==> src/rtl/irq_latch8_pkg.sv <==
// irq_latch8_pkg: shared types and constants for the irq_latch8 interrupt front end.
package irq_latch8_pkg;

    localparam int NUM_LINES = 8;
    localparam int ID_W      = 3;

    typedef enum logic {
        ST_IDLE,
        ST_PRESENT
    } state_t;

    localparam logic [NUM_LINES-1:0] RST_MASK = 8'h00;
    localparam logic [NUM_LINES-1:0] RST_PEND = 8'h00;
    localparam logic [NUM_LINES-1:0] RST_OVF  = 8'h00;
    localparam logic [ID_W-1:0]      RST_ID   = 3'd0;

endpackage

==> src/rtl/prio_enc8.sv <==
// prio_enc8: combinational highest-bit-first 8-to-3 encoder with a valid flag.
module prio_enc8
    import irq_latch8_pkg::*;
(
    input  logic [NUM_LINES-1:0] vec,
    output logic [ID_W-1:0]      idx,
    output logic                 valid
);

    always_comb begin
        idx = vec[7] ? 3'd7 :
              vec[6] ? 3'd6 :
              vec[5] ? 3'd5 :
              vec[4] ? 3'd4 :
              vec[3] ? 3'd3 :
              vec[2] ? 3'd2 :
              vec[1] ? 3'd1 : 3'd0;
        valid = |vec;
    end

endmodule

==> src/rtl/irq_latch8.sv <==
// irq_latch8: synchronises eight request lines into sticky pending bits and presents
// one masked, priority-encoded grant held until acknowledged.
module irq_latch8
    import irq_latch8_pkg::*;
#(
    parameter int SYNC_STAGES = 2,
    parameter bit EDGE_MODE   = 1'b1
) (
    input  logic                 clk,
    input  logic                 rst,
    input  logic [NUM_LINES-1:0] req_in,
    input  logic                 mask_wr,
    input  logic [NUM_LINES-1:0] mask_wdata,
    output logic [NUM_LINES-1:0] mask,
    output logic [NUM_LINES-1:0] pend,
    output logic [NUM_LINES-1:0] ovf,
    input  logic                 ovf_clr,
    output logic                 irq,
    output logic [ID_W-1:0]      id,
    input  logic                 ack
);

    logic [SYNC_STAGES-1:0] sync_q [NUM_LINES];
    logic [NUM_LINES-1:0]   sync_last, sync_prev;
    logic [NUM_LINES-1:0]   set_v, clr_v, ovf_set, elig;
    logic [ID_W-1:0]        enc_idx, id_d;
    logic                   enc_valid;
    state_t                 state, state_d;

    for (genvar i = 0; i < NUM_LINES; i++) begin : g_sync
        always_ff @(posedge clk or posedge rst)
            if (rst) sync_q[i] <= '0;
            else     sync_q[i] <= {sync_q[i][SYNC_STAGES-2:0], req_in[i]};
        assign sync_last[i] = sync_q[i][SYNC_STAGES-1];
    end

    // A set coinciding with the ack-clear of the same bit keeps it pending without overflow.
    always_comb begin
        set_v   = EDGE_MODE ? (sync_last & ~sync_prev) : sync_last;
        clr_v   = {{(NUM_LINES-1){1'b0}}, state == ST_PRESENT && ack} << id;
        ovf_set = set_v & pend & ~clr_v & {NUM_LINES{EDGE_MODE}};
        elig    = pend & mask;
    end

    always_ff @(posedge clk or posedge rst)
        if (rst) begin
            sync_prev <= '0;
            mask      <= RST_MASK;
            pend      <= RST_PEND;
            ovf       <= RST_OVF;
            state     <= ST_IDLE;
            id        <= RST_ID;
        end else begin
            sync_prev <= sync_last;
            mask      <= mask_wr ? mask_wdata : mask;
            pend      <= (pend & ~clr_v) | set_v;
            ovf       <= (ovf_clr ? '0 : ovf) | ovf_set;
            state     <= state_d;
            id        <= id_d;
        end

    prio_enc8 u_enc (
        .vec   (elig),
        .idx   (enc_idx),
        .valid (enc_valid)
    );

    always_comb begin
        state_d = state;
        id_d    = id;
        if (state == ST_IDLE && enc_valid) begin
            state_d = ST_PRESENT;
            id_d    = enc_idx;
        end else if (state == ST_PRESENT && ack) begin
            state_d = ST_IDLE;
        end
    end

    assign irq = state == ST_PRESENT;

endmodule

==> config.mk <==
export PLATFORM = sky130hd
export DESIGN_NAME = irq_latch8
export DESIGN_NICKNAME = d
export VERILOG_FILES = /design/src/rtl/irq_latch8_pkg.sv /design/src/rtl/prio_enc8.sv /design/src/rtl/irq_latch8.sv
export SDC_FILE = /design/constraint.sdc
export NUM_CORES = 1
export LEC_CHECK = 0
export ABC_AREA = 1
export BUFFER_PORTS_ARGS = -buffer_cell sky130_fd_sc_hd__clkbuf_2
export CAP_MARGIN = 20
export CELL_PAD_IN_SITES_DETAIL_PLACEMENT = 1
export CELL_PAD_IN_SITES_GLOBAL_PLACEMENT = 2
export CORE_MARGIN = 5
export CORE_UTILIZATION = 29
export CTS_CLUSTER_DIAMETER = 40
export DETAILED_ROUTE_END_ITERATION = 12
export GPL_ROUTABILITY_DRIVEN = 1
export PLACE_DENSITY_LB_ADDON = 0.25
export SYNTH_ARGS = -nofsm -noshare
export SYNTH_HDL_FRONTEND = slang
export SYNTH_SLANG_ARGS = --single-unit
==> constraint.sdc <==
create_clock -name clk -period 1.2 [get_ports clk]
set_clock_uncertainty 0.05 [all_clocks]
set_input_delay 0 -clock clk [delete_from_list [all_inputs] [get_ports clk]]
set_output_delay 0 -clock clk [all_outputs]
set_load 0.02 [all_outputs]
Yosys cells after proc, flatten, opt, wreduce, memory -nomap -nowiden
Index checks and enable logic that the tools add are counted.
Storage, ports and cells
  flip-flop bits (word level): 52
  bits of input ports: 21
  output and inout bits: 28
Cells by class
  shift operators: 1
  multiplexer cells: 10
  bitwise gates (word level): 10
  reductions and logical operators: 4
Operator list (number)
  $and 8x8->8: 5
  $mux 3: 6
  $not 8->8: 2
  $or 8x8->8: 2
  $mux 8: 1
  $reduce_or 8->1: 1
  $shl 1x3->8: 1
  $mux 1: 3
  $logic_and 1x1->1: 2
  $reduce_bool 2->1: 1
  $not 1->1: 1

Logic depth before layout (Yosys ltp)
  word-level depth: 8
  depth in mapped cells: 7
  depth with buffers taken out: 7

Hierarchy
A second synthesis with hierarchy kept.
Second synthesis, totals
  cells, all modules: 186
  area total of the unflattened synthesis: 1944.4 um2
Modules (own cells, without submodules)
  irq_latch8: instances 1, cells each 166, area an instance 1866.8 um2, seq. area each 1301.2 um2
  prio_enc8: instances 1, cells each 20, area an instance 77.6 um2, seq. area each 0.0 um2

Least setup slack after synthesis
Ideal clock, no wire load.
  kind: reg-to-reg
  start point: register mask[2]
  end point: register id[0]
  library setup time: 0.122 ns
  arrival: 0.998 ns
  required time: 1.028 ns
  slack: 0.029 ns
  cell stages (with the launch flop): 7
  cell sequence: dfrtp_1 -> nand2_1 -> nand2_1 -> nor2_1 -> nand2_2 -> a21oi_1 -> a21oi_2
Between the ends
  longest elaborated chain between the ends: 7
  elaborated cells between the ends (all ways): 9
RTL lines
  from (decl): RTL line irq_latch8.sv:14  | output logic [NUM_LINES-1:0] mask,
  from (signal assigned): RTL line irq_latch8.sv:55  | mask <= mask_wr ? mask_wdata : mask;
  $and 8x8->8 *: RTL line irq_latch8.sv:42  | elig = pend & mask;
  $mux 3: RTL line prio_enc8.sv:16  | vec[2] ? 3'd2 :
  $mux 3: RTL line prio_enc8.sv:15  | vec[3] ? 3'd3 :
  $mux 3: RTL line prio_enc8.sv:14  | vec[4] ? 3'd4 :
  $mux 3: RTL line prio_enc8.sv:13  | vec[5] ? 3'd5 :
  $mux 3: RTL line prio_enc8.sv:12  | vec[6] ? 3'd6 :
  $mux 3: RTL line prio_enc8.sv:11  | idx = vec[7] ? 3'd7 :
  to (signal assigned): RTL line irq_latch8.sv:59  | id <= id_d;
  to (decl): RTL line irq_latch8.sv:19  | output logic [ID_W-1:0] id,
Mark *: on every way between the ends. The rest lies on a longest branch, timed or not.
A chain may end at the register's enable or synchronous reset.

Worst setup path after layout
  start point: register pend[6]
  end point: register id[0]
Between the ends
  longest elaborated chain between the ends: 3
  elaborated cells between the ends (all ways): 5
RTL lines
  from (decl): RTL line irq_latch8.sv:15  | output logic [NUM_LINES-1:0] pend,
  from (signal assigned): RTL line irq_latch8.sv:56  | pend <= (pend & ~clr_v) | set_v;
  $and 8x8->8 *: RTL line irq_latch8.sv:42
  $reduce_or 8->1 or $mux 3 (tied branches): RTL line prio_enc8.sv:18, prio_enc8.sv:12
  $logic_and 1x1->1 or $mux 3 (tied branches): RTL line irq_latch8.sv:71, prio_enc8.sv:11
Marked as above.

==> results.md <==
* Netlist cell types at 16
* Share of post-route cells with drive strength above 1 at 0.407
* Final min period at 1.16 ns
* Cells after Synth at 157
* Tcrit/Tclk final at 0.969
* WL/cell at 13.5 um
* Synth Flop Type: dfrtp_1
* Gpl congestion at 0.808
* Ys async rst share at 1.00
* CTS tree: done
* Placed Instance Area at 2190 um2
* Syn-to-layout area delta at 42.8%
* Grt ovf at 0
* Crit. End Element: flip-flop
* CORE AREA at 6030 um2
* Maximum vdd ir drop at 0.662 mV
* Most numerous cell in the Yosys netlist: dfrtp_1
* Via count at 1415
* RSZ-0062 raised after global routing: yes
* Fin util at 0.432
* Clk root buf: clkbuf_8
* Mean post-synth cell area at 11.6 um2
* Mapped Nets at 178
* Clk_lat worst skew at 0.30 ns
* Relative slew slack at 0.803
* Lkg Pwr at 1.32 nW
* Final Hold Viols at 0
* Least-Margin Pin Slew at 0.295 ns
* Antenna Nets Post-Route at 0
* Synthesized flop and latch total at 52
* Clock slew at reported path FFs at 0.09 ns
* # DRC at 0
* Area of the multi-input gates at 452 um2
* Reg area at 1300 um2
* Slew Limit Fails at 0
* Register area share after synthesis at 0.714
* CTS Buf Count at 5
* Largest net degree at the start of global routing at 53
* Fill count at 691
* Required @ worst endpoint at 1.35 ns
* Crit path launch type: flip-flop
* Dominant cell type by area after synthesis: dfrtp_1
* Clk buf depth at 2
* Total length of routed wires at 4.36 mm
* Number of global-route vias before repair at 1484
* First-pass GRT wire length at 7.12 mm
* PD cells at 1920 nW/um2
* Die Wd at 89.3 um
* Synth top area share at 0.714
* Finished Cell Area at 2600 um2
* Buffers on Ports at 48
* Synth warnings at 0
* Antenna violations before repair at 0
* EDFF count, synth at 0
* Syn Std Cell Area at 1820 um2
* Top cells by area, synth: dfrtp_1, nand2_1, mux2_2
* Status: finished clean
* Die height at 89.3 um
* Pre-CTS WS at -0.0260 ns
* Antenna cells at 0
* Via-to-Cell Ratio at 4.38
* Largest fanout on the critical path at 3
* Hold Crit Class: input pin to flip-flop
* Clk sinks at 52
* Post-DP HPWL at 3.12 mm
* Critical path class: flip-flop to flip-flop
* Most frequent cells after synthesis: dfrtp_1, nand2_1, inv_1
* Floorplan row count at 28
* Setup violations, final at 0
* F_max at 0.860 GHz
* Max-cap violations at 0
* Area of the die at 7970 um2
* Critical path data arrival time at 1.31 ns
* Final worst slack at 0.0367 ns
* Initial Util at 0.303
* Detailed Routing Iterations Pass 1 at 3
* Gr usage total at 0.119
* Boundary pin count at 49
* H-tree depth at 2
* Post-layout nets at 268
* DR iter-0 viols at 26
-- logic make-up after synthesis --
group / Yosys count / synth area share
AND/OR/NAND/NOR: 59 / 0.140
flip-flops: 52 / 0.714
buffers and inverters: 24 / 0.0501
AO/OA/AOI/OAI: 14 / 0.0467
multiplexers: 8 / 0.0494
-- area by class of cell --
cell class              count  share of cell area
well taps                  75              0.0361
flip-flops and latches     52               0.500
clock buffers               6              0.0317
inverters                  22              0.0332
repair buffers             85               0.221
clock inverters             2             0.00385
multi-input cells          81               0.174
-- through the flow --
stage	power, mW	hold slack, ns	instances	TNS, ns
floorplan	3.15	-0.0186	157	0
global placement	3.68	0.0253	282	0
detailed placement	3.75	0.0346	282	-0.0260
CTS	4.84	0.0204	308	0
global route	5.33	0.0405	323	-0.0662
finish	5.00	0.0205	323	0
-- sequential cells by signal, summed over array words and instances, names as in the netlist --
name	flops
id	3
irq	1
mask	8
ovf	8
pend	8
sync_last	8
sync_prev	8
sync_q	8
-- what timing repair did --
action | 4_1_cts | 5_1_grt
gates resized for setup | 2 | 8
hold buffers | 18 | 0
setup endpoints to repair | 1 | 20
endpoints found under the hold margin | 69 | 0
pin swaps | 0 | 7
setup buffers | 0 | 15
-- path summary, 6_finish.rpt --
path	from	end	slack [ns]	depth (start not counted)
setup / recovery	pend[6]$_DFF_PP0_	id[0]$_DFFE_PP0P_	0.04	6
hold / removal	ovf_clr	ovf[7]$_DFF_PP0_	0.02	2
setup reg to reg	pend[6]$_DFF_PP0_	id[0]$_DFFE_PP0P_	0.04	6
hold reg to reg	sync_q[8]$_DFF_PP0_	sync_last[3]$_DFF_PP0_	0.30	0
max in group asynchronous	rst	id[0]$_DFFE_PP0P_	0.62	4
min in group asynchronous	rst	mask[4]$_DFFE_PP0P_	0.24	4
-- cells in the final DEF (no fill, tap or decap) --
cell type,synthesis,layout
buf_12,0,1
dfrtp_1,52,51
o22ai_1,8,8
nand2_1,40,36
clkinvlp_4,0,1
nand2_2,4,8
o21ai_1,0,1
o21ai_0,3,2
inv_1,22,21
mux2_2,8,8
nand3_1,9,9
dfrtp_2,0,1
nor2_2,2,5
clkbuf_2,0,48
clkinv_2,0,2
clkbuf_8,0,6
nand2_4,1,1
a31oi_1,1,1
dlygate4sd3_1,0,18
a21oi_2,1,2
buf_4,0,18
-- power breakdown --
group | leakage [nW] | total [mW] | internal (mW) | switching (mW)
sequential | 0.591 | 2.31 | 2.05 | 0.267
combinational | 0.682 | 1.68 | 0.694 | 0.981
clock | 0.0510 | 1.01 | 0.461 | 0.547
total | 1.32 | 5.00 | 3.20 | 1.79
-- worst max-delay path: stages (launching register included) --
cell	delay (ns)
dfrtp_1	0.42
nand2_2	0.10
nand2_2	0.06
nor2_2	0.13
nand2_2	0.10
a21oi_2	0.16
a21oi_2	0.04
-- per-layer routing --
| layer | vias up | wire length [um] | track usage |
|---|---|---|---|
| li1 | 673 | - | - |
| met1 | 707 | 1840 | 0.140 |
| met2 | 28 | 2220 | 0.206 |
| met3 | 7 | 237 | 0.0396 |
| met4 | 0 | 68 | 0.0406 |
| met5 | - | 0 | 0 |
No activity file was read; power rests on OpenSTA's default activity.
